$ cat src/rtl/req_encoder_seq.sv
// req_encoder_seq: sequential multi-hot to binary encoder that emits each set request index, lowest first, one per valid/ready transfer
// Ports:
//   clk_in       rising-edge clock
//   rst_n_in     asynchronous active-low reset
//   en_in        block enable; low freezes progress and gates valid_out
//   load_in      capture strobe for req_in (honoured only in IDLE)
//   req_in       multi-hot request vector
//   ready_in     consumer accepts code_out
//   code_out     index of the lowest pending request
//   valid_out    code_out is valid
//   busy_out     batch in progress
//   pending_out  requests not yet transferred
//   done_out     one-cycle pulse when a batch finishes
//   err_out      one-cycle pulse when a load is rejected while busy
module req_encoder_seq #(
    parameter int N      = 4,
    parameter int CODE_W = 2
) (
    input  logic              clk_in,
    input  logic              rst_n_in,
    input  logic              en_in,
    input  logic              load_in,
    input  logic [N-1:0]      req_in,
    input  logic              ready_in,
    output logic [CODE_W-1:0] code_out,
    output logic              valid_out,
    output logic              busy_out,
    output logic [N-1:0]      pending_out,
    output logic              done_out,
    output logic              err_out
);
    typedef enum logic {IDLE = 1'b0, EMIT = 1'b1} state_t;
    state_t       state_q, state_d;
    logic [N-1:0] pending_q, pending_d;
    logic         done_q, done_d;
    logic         err_q, err_d;
    logic [N-1:0] remain;
    always_ff @(posedge clk_in or negedge rst_n_in) begin
        if (!rst_n_in) begin
            state_q   <= IDLE;
            pending_q <= '0;
            done_q    <= 1'b0;
            err_q     <= 1'b0;
        end else begin
            state_q   <= state_d;
            pending_q <= pending_d;
            done_q    <= done_d;
            err_q     <= err_d;
        end
    end
    // x & (x-1) drops the lowest set bit, i.e. the code being transferred
    assign remain = pending_q & (pending_q - N'(1));
    always_comb begin
        state_d   = state_q;
        pending_d = pending_q;
        done_d    = 1'b0;
        err_d     = 1'b0;
        if (en_in) begin
            if (state_q == IDLE) begin
                if (load_in) begin
                    pending_d = req_in;
                    state_d   = (req_in != '0) ? EMIT : IDLE;
                    done_d    = (req_in == '0);
                end
            end else begin
                err_d = load_in;
                if (ready_in) begin
                    pending_d = remain;
                    state_d   = (remain != '0) ? EMIT : IDLE;
                    done_d    = (remain == '0);
                end
            end
        end
    end
    always_comb begin
        code_out = '0;
        for (int i = N - 1; i >= 0; i--)
            if (pending_q[i]) code_out = CODE_W'(i);
        valid_out   = (state_q == EMIT) && en_in;
        busy_out    = (state_q == EMIT);
        pending_out = pending_q;
        done_out    = done_q;
        err_out     = err_q;
    end
endmodule

$ cat config.mk
export PLATFORM = sky130hd
export DESIGN_NAME = req_encoder_seq
export DESIGN_NICKNAME = d
export VERILOG_FILES = /design/src/rtl/req_encoder_seq.sv
export SDC_FILE = /design/constraint.sdc
export NUM_CORES = 1
export LEC_CHECK = 0
export ABC_AREA = 1
export CAP_MARGIN = 20
export CORE_AREA = 2 2 39 41
export CTS_CLUSTER_SIZE = 8
export DETAILED_ROUTE_END_ITERATION = 16
export DIE_AREA = 0 0 41 43
export DONT_BUFFER_PORTS = 1
export PLACE_DENSITY = 0.44
export SLEW_MARGIN = 20
export SYNTH_ARGS = -nofsm -noshare
export SYNTH_HDL_FRONTEND = slang
export SYNTH_SLANG_ARGS = --single-unit
$ cat constraint.sdc
create_clock -name clk_in -period 1.15 [get_ports clk_in]
set_input_delay 0.23 -clock clk_in [delete_from_list [all_inputs] [get_ports clk_in]]
set_output_delay 0.23 -clock clk_in [all_outputs]
set_load 0.02 [all_outputs]
; ---- Yosys cells after proc, flatten, opt, wreduce, memory -nomap -nowiden
; Index checks and enable logic that the tools add are counted.
[classes]
n_addsub = 1
eq_ne = 1
muxes = 18
bitwise_logic = 1
n_reduce_logical = 7
[op_table]
columns = cell, n
row1 = 4-bit 2-to-1 mux, 3
row2 = 1-bit 2-to-1 mux, 11
row3 = 4-bit logical NOT, 2
row4 = 2-bit 2-to-1 mux, 4
row5 = 4-bit nonzero test, 2
row6 = 4-bit AND, 1
row7 = 4-bit by 1-bit subtractor with 4-bit output (second input constant), 1
row8 = 3-bit AND reduction, 1
row9 = 2-bit != test (second input constant), 1
row10 = 2-bit nonzero test, 1
row11 = 1-bit logical AND, 1
[word_totals]
register_bits = 7
in_bits = 9
output_inout_bits = 10

; ---- Longest topological paths before layout
; Gate-level depths: netlist (run 1).
[depth]
word_depth = 6
mapped_depth = 7

; ---- Worst setup path after synthesis (run 1)
; No wires, ideal clock.
[synth_timing]
path_type = register to output
from = register pending_q[2] (netlist: pending_out[2])
to = output code_out[0]
t_arrival_ns = 0.987
t_required_ns = 0.920
setup_slack_ns = -0.067
path_stages_with_launch = 4
cell_sequence = dfrtp_1 > inv_1 > nand2_1 > a21oi_1
[synth_between]
elab_chain_cells = 3
[synth_lines]
columns = element, line_no
row1 = "start, declared", 34  ; logic [N-1:0] pending_q, pending_d;
row2 = "start signal, assigned", 46  ; pending_q <= pending_d;
row3 = 2-bit 2-to-1 mux (3 in a row), 78  ; if (pending_q[i]) code_out = CODE_W'(i);
row4 = "end, declared", 25  ; output logic [CODE_W-1:0] code_out,
; No other way between the ends.

; ---- Worst setup path after layout (run 1)
[layout_timing]
from = register pending_q[0] (netlist: pending_out[0])
to = output code_out[0]
[layout_between]
elab_chain_cells = 1
[layout_lines]
columns = element, line_no
row1 = 2-bit 2-to-1 mux, 78
; No other way between the ends.

==> results.yml, run 1 <==
timing:
  final_hold_viol_count: 0
  fin_skew_ns: 0.001281
  whs_ns: 0.07749
  slew_headroom_pct: 76.69
  tightest_slew_ns: 0.3485
  fmax_ghz: 0.7879
  period_share_pct: 110.4
  period_needed_ns: 1.269
  rsz0062_at_grt: "true"
  setup_ws_ns: -0.1192
  setup_viol: 3
  maxSlewViolCount: 0
setup_path:
  startpoint_type: "flop"
  path_max_fanout: 4
  worst-path-buf-inv: 1
  crit_family: "flip-flops"
  max_stage_delay_ns: 0.45
  cp-end-kind: "primary output"
  crit_start: "pending_out[0]"
  worstPathRequired_ns: 0.92
  worstReg2RegStart: "pending_out[0]"
  crit_path_cell_trace: "buf_6, a21oi_4"
  worstSetupPathType: "reg -> out"
  cp_data_arrival_time_ns: 1.04
  crit_slowest_cell: "dfrtp_2"
layout:
  post_route_cells_drive_above_1_share_pct: 42.68
  stdcell_count: 98
  mostFrequentLayoutCells: "nand2_1, buf_4, inv_1"
  n_antenna_cell: 0
  synthToLayoutAreaGrowth_pct: 49.71
  layout_commonest_cell: "nand2_1"
  seqCellArea_sq_um: 178.9
  nets: 92
  multiInputGateArea_sq_um: 244.0
  fillers: 140
drt:
  drc_errors: 0
  wl_per_cell_microns: 12.44
  ant_nets: 0
  drt_iter0_markers: 16
  first_pass_iters: 4
  routed_wirelength_mm: 1.219
  vias: 478
  vias_per_cell: 4.878
clock_network:
  clock_path_buffers: 2
  insertion_delay_ns: 0.26
  cts_inserted_buffers: 3
  cts_num_sinks: 7
  clockRootBuffer: "clkbuf_4"
  cts_tree: "yes"
  clk_pin_slew_worst_paths_ns: 0.06
  htree_levels: 1
yosys:
  syn_avg_cell_area_sq_um: 6.902
  ys_seq_elements: 7
  syn_inst: 62
  yosysWarningCount: 0
  synth_top_cell_area_share_pct: 40.94
  ys_seq_area_share_pct: 40.94
  syn_area_sq_um: 427.9
  netlist_top_cells_area: "dfrtp_1, nand2_1, inv_1"
  synth_cell_type_count: 14
  synth_top_area_cell: "dfrtp_1"
  syn_nets: 71
place:
  place_congestion: 0.6825
  dp_cells: 86
  port_buffers: 0
  place_hpwl_microns: 859.4
  place_ws_ns: 0.04863
power_and_ir_drop:
  power_density_nw_per_um2: 2990
  cellLeakagePower_nw: 0.3340
  total_power_mw: 1.916
  peakVddDrop_mv: 1.058
floorplanning:
  dieArea_sq_um: 1763
  ios: 19
  start_util_pct: 30.92
  rows: 14
  coreArea_sq_um: 1384
  die_w_microns: 41
  die_h_microns: 43
flow_run:
  maxCapViolCount: 0
grt:
  overflow: 0
  grt_antenna_before_repair: 0
  grt_usage_pct: 16.77
  grt_first_pass_wirelength_mm: 1.863
  grt_max_degree: 8
  first_global_vias: 440
hold_path:
  min_path_type: "in -> reg"
  hold_start: "load_in"
outcome:
  status: "complete, but fails checks"
  violations: "negative setup slack"
[worst reg2reg max path: stages (launching register included)]
cell     delay [ns]
dfrtp_2        0.45
nor2_4         0.13
buf_4          0.12
nand2_1        0.06
nand3_1        0.09
nand2_1        0.06
nand2_1        0.06
nand2_1        0.05
[final cells by class]
| type | instances | share of cell area [%] |
|---|---|---|
| Multi-Input combinational cell | 45 | 38.09 |
| Sequential cell | 7 | 27.93 |
| Inverter | 10 | 5.859 |
| Timing Repair Buffer | 16 | 20.90 |
| Clock buffer | 4 | 4.102 |
| Tap cell | 16 | 3.125 |
[final timing paths]
check,end,slack (ns),depth (start not counted)
worst max-delay path,code_out[0],-0.12,2
worst min register to register,pending_out[3],0.57,2
min in group asynchronous,pending_out[2],0.31,1
worst min-delay path,err_out,0.08,2
max in group asynchronous,pending_out[1],0.56,1
worst max register to register,pending_out[3],0.03,7
[synthesized netlist by cell type, drive strengths merged]
library cell and count:
nand2 23, inv 10, dfrtp 7, nor2 7, nand3 6, o21ai 6, a21oi 1, o21a 1
or2 1
[routing by layer]
| metal | GRT usage (%) | up-vias | routed length, microns |
|---|---|---|---|
| li1 | - | 234 | - |
| met1 | 18.03 | 222 | 472 |
| met2 | 25.94 | 17 | 624 |
| met3 | 5.236 | 5 | 84 |
| met4 | 12.00 | 0 | 38 |
| met5 | 0 | - | 0 |
[state kept, by name (all words and copies together) (netlist names)]
signal,flops
pending_out,4
busy_out,1
done_out,1
err_out,1
[kinds of logic (layout without fill, tap and decap cells)]
family	after synthesis	in the layout	share of synthesized area, %
DFF	7	7	40.94
AOI/OAI and AO/OA	8	8	12.57
buffers and inverters	10	30	8.771
and+or+nand+nor	37	37	37.72
[timing repair]
action | CTS | global route
pin swaps | 3 | 4
hold buffers | 1 | 0
gates resized for setup | 9 | 7
endpoints found under the setup margin | 3 | 9
buffers inserted | 6 | 1
hold endpoints to repair | 7 | 0
[per-stage QoR]
stage	util [%]	TNS, ns	instance area, sq um
4_1_cts	44.48	-0.2516	615.6
2_1_floorplan	-	0	431.7
3_3_place_gp	36.98	0	511.7
6_report	46.29	-0.2505	640.6
3_5_place_dp	36.98	0	511.7
5_1_grt	46.29	-0.4957	640.6
[power by group]
| group | switching (mW) | total [mW] | internal [mW] |
|---|---|---|---|
| sequential | 0.174 | 0.533 | 0.359 |
| clock | 0.103 | 0.236 | 0.133 |
| combinational | 0.621 | 1.15 | 0.526 |
(Power assumes the default switching activity.)
==> run 2, diff against run 1 <==
--- a/config.mk
+++ b/config.mk
@@ -12,6 +12,7 @@
 export DETAILED_ROUTE_END_ITERATION = 16
 export DIE_AREA = 0 0 41 43
 export DONT_BUFFER_PORTS = 1
+export GPL_TIMING_DRIVEN = 0
 export PLACE_DENSITY = 0.44
 export SLEW_MARGIN = 20
 export SYNTH_ARGS = -nofsm -noshare
==> results.yml, run 2 (synthesis results as in run 1) <==
setup_path:
  crit_family: "flip-flops"
  path_max_fanout: 6
  startpoint_type: "flop"
  cp-end-kind: "primary output"
  crit_slowest_cell: "dfrtp_2"
  cp_data_arrival_time_ns: 1.07
  worstPathRequired_ns: 0.92
  worst-path-buf-inv: 0
  crit_path_cell_trace: "nor2_4, o21a_4"
  worstSetupPathType: "reg -> out"
  max_stage_delay_ns: 0.50
layout:
  fillers: 156
  design_area_sq_um: 574.3
  layout_commonest_cell: "nand2_1"
  mostFrequentLayoutCells: "nand2_1, inv_1, nor2_1"
  synthToLayoutAreaGrowth_pct: 34.21
  n_antenna_cell: 0
  largest_reg_flops: 4
  nets: 81
  post_route_cells_drive_above_1_share_pct: 39.44
hold_path:
  min_path_type: "in -> reg"
clock_network:
  cts_inserted_buffers: 3
  cts_num_sinks: 7
  clockRootBuffer: "clkbuf_4"
  clock_path_buffers: 2
  clk_pin_slew_worst_paths_ns: 0.05
  insertion_delay_ns: 0.25
  cts_tree: "yes"
  htree_levels: 1
flow_run:
  maxCapViolCount: 0
drt:
  wl_per_cell_microns: 12.36
  drc_errors: 0
  routed_wirelength_mm: 1.075
  first_pass_iters: 2
  ant_nets: 0
  vias: 404
  drt_iter0_markers: 4
  vias_per_cell: 4.644
power_and_ir_drop:
  power_density_nw_per_um2: 2977
  p_sw_mw: 0.8612
  seqPwrFrac_pct: 41.1
  peakVddDrop_mv: 1.098
  sw_frac_of_total_pct: 50.37
  internal_power_mw: 0.8485
  cellLeakagePower_nw: 0.2793
  total_power_mw: 1.710
  combPwrFrac_pct: 46.1
  p_clk_share_pct: 12.8
floorplanning:
  die_w_microns: 41
  die_h_microns: 43
  coreArea_sq_um: 1384
  ios: 19
  start_util_pct: 30.92
  dieArea_sq_um: 1763
  rows: 14
grt:
  grt_first_pass_wirelength_mm: 1.656
  grt_max_degree: 8
  grt_antenna_before_repair: 0
  grt_usage_pct: 14.30
  first_global_vias: 407
  overflow: 0
place:
  place_hpwl_microns: 801.1
  detailed_place.area_sq_um: 451.7
  place_congestion: 0.6848
  port_buffers: 0
timing:
  period_needed_ns: 1.305
  setup_viol: 6
  rsz0062_at_grt: "true"
  period_share_pct: 113.5
  fmax_ghz: 0.7664
  setup_ws_ns: -0.1548
  maxSlewViolCount: 0
  final_hold_viol_count: 0
  tightest_slew_ns: 0.3107
  fin_skew_ns: 0.001734
  slew_headroom_pct: 79.22
outcome:
  violations: "negative setup slack"
  status: "complete, but fails checks"
-- run 2: cell count changes in the layout (fill, tap and decap cells not counted), sizes merged --
cell | previous run | this run
buf | 15 | 4
-- run 2: final cells by class --
cell class	count	area (sq um)	share of cell area, %
multi-input combinational	45	260.3	45.32
sequential	7	181.4	31.59
timing repair buffer	5	43.79	7.625
inverter	10	42.54	7.407
clock buffer	4	26.28	4.575
tap	16	20.02	3.486
-- run 2: worst paths after layout --
check	cells past startpoint	slack, ns	from	end
min in group asynchronous	1	0.31	rst_n_in	done_out
max in group asynchronous	1	0.59	rst_n_in	pending_out[2]
hold reg to reg	2	0.65	pending_out[3]	pending_out[3]
hold / removal	2	0.08	load_in	err_out
setup / recovery	2	-0.15	pending_out[0]	code_out[1]
setup reg to reg	7	-0.02	pending_out[0]	busy_out
-- run 2: worst reg2reg max path: stages, from the launching register on --
cell     delay (ns)
dfrtp_2        0.50
nor2_4         0.15
buf_4          0.12
nor2_1         0.03
nor2_1         0.08
nand3_1        0.07
nand2_1        0.07
inv_1          0.04
-- run 2: metrics by stage --
step / setup WS [ns] / utilization (%) / std cells / hold WS [ns] / TNS, ns
2_1_floorplan: 0.006356 / - / 62 / -0.06559 / 0
3_3_place_gp: -0.1280 / 32.64 / 78 / -0.06544 / -0.7096
3_5_place_dp: -0.1216 / 32.64 / 78 / -0.06544 / -0.6990
4_1_cts: -0.1856 / 40.14 / 86 / 0.08081 / -0.4161
5_1_grt: -0.1958 / 41.50 / 87 / 0.08689 / -0.9638
6_report: -0.1548 / 41.50 / 87 / 0.08380 / -0.3874
-- run 2: repair_timing --
item	in CTS	in global routing
resized for setup	18	3
buffers inserted	3	1
endpoints found under the hold margin	7	0
pin swaps	4	3
hold buffers	1	0
setup endpoints to repair	9	9
-- run 2: power groups by stage --
stage | sequential [mW] | clock (mW) | combinational (mW)
after floorplan | 0.585 | 0 | 0.474
after global placement | 0.633 | 0 | 0.550
after detailed placement | 0.635 | 0 | 0.548
after CTS | 0.696 | 0.230 | 0.739
after global routing | 0.729 | 0.244 | 0.870
final | 0.702 | 0.219 | 0.788
-- run 2: routing by layer --
layer,share of wire (%),vias up,global-route usage (%)
met3,8.6,0,9.424
met4,0,0,2.000
met2,50,14,23.13
met1,41,180,15.26
li1,-,210,-
met5,0,-,0
==> run 3, diff against run 2 <==
--- a/config.mk
+++ b/config.mk
@@ -6,6 +6,7 @@
 export NUM_CORES = 1
 export LEC_CHECK = 0
 export ABC_AREA = 1
+export ABC_CLOCK_PERIOD_IN_PS = 1150
 export CAP_MARGIN = 20
 export CORE_AREA = 2 2 39 41
 export CTS_CLUSTER_SIZE = 8
==> results of run 3 <==
Same layout as run 2: the final DEF is identical, and so are final timing and power.
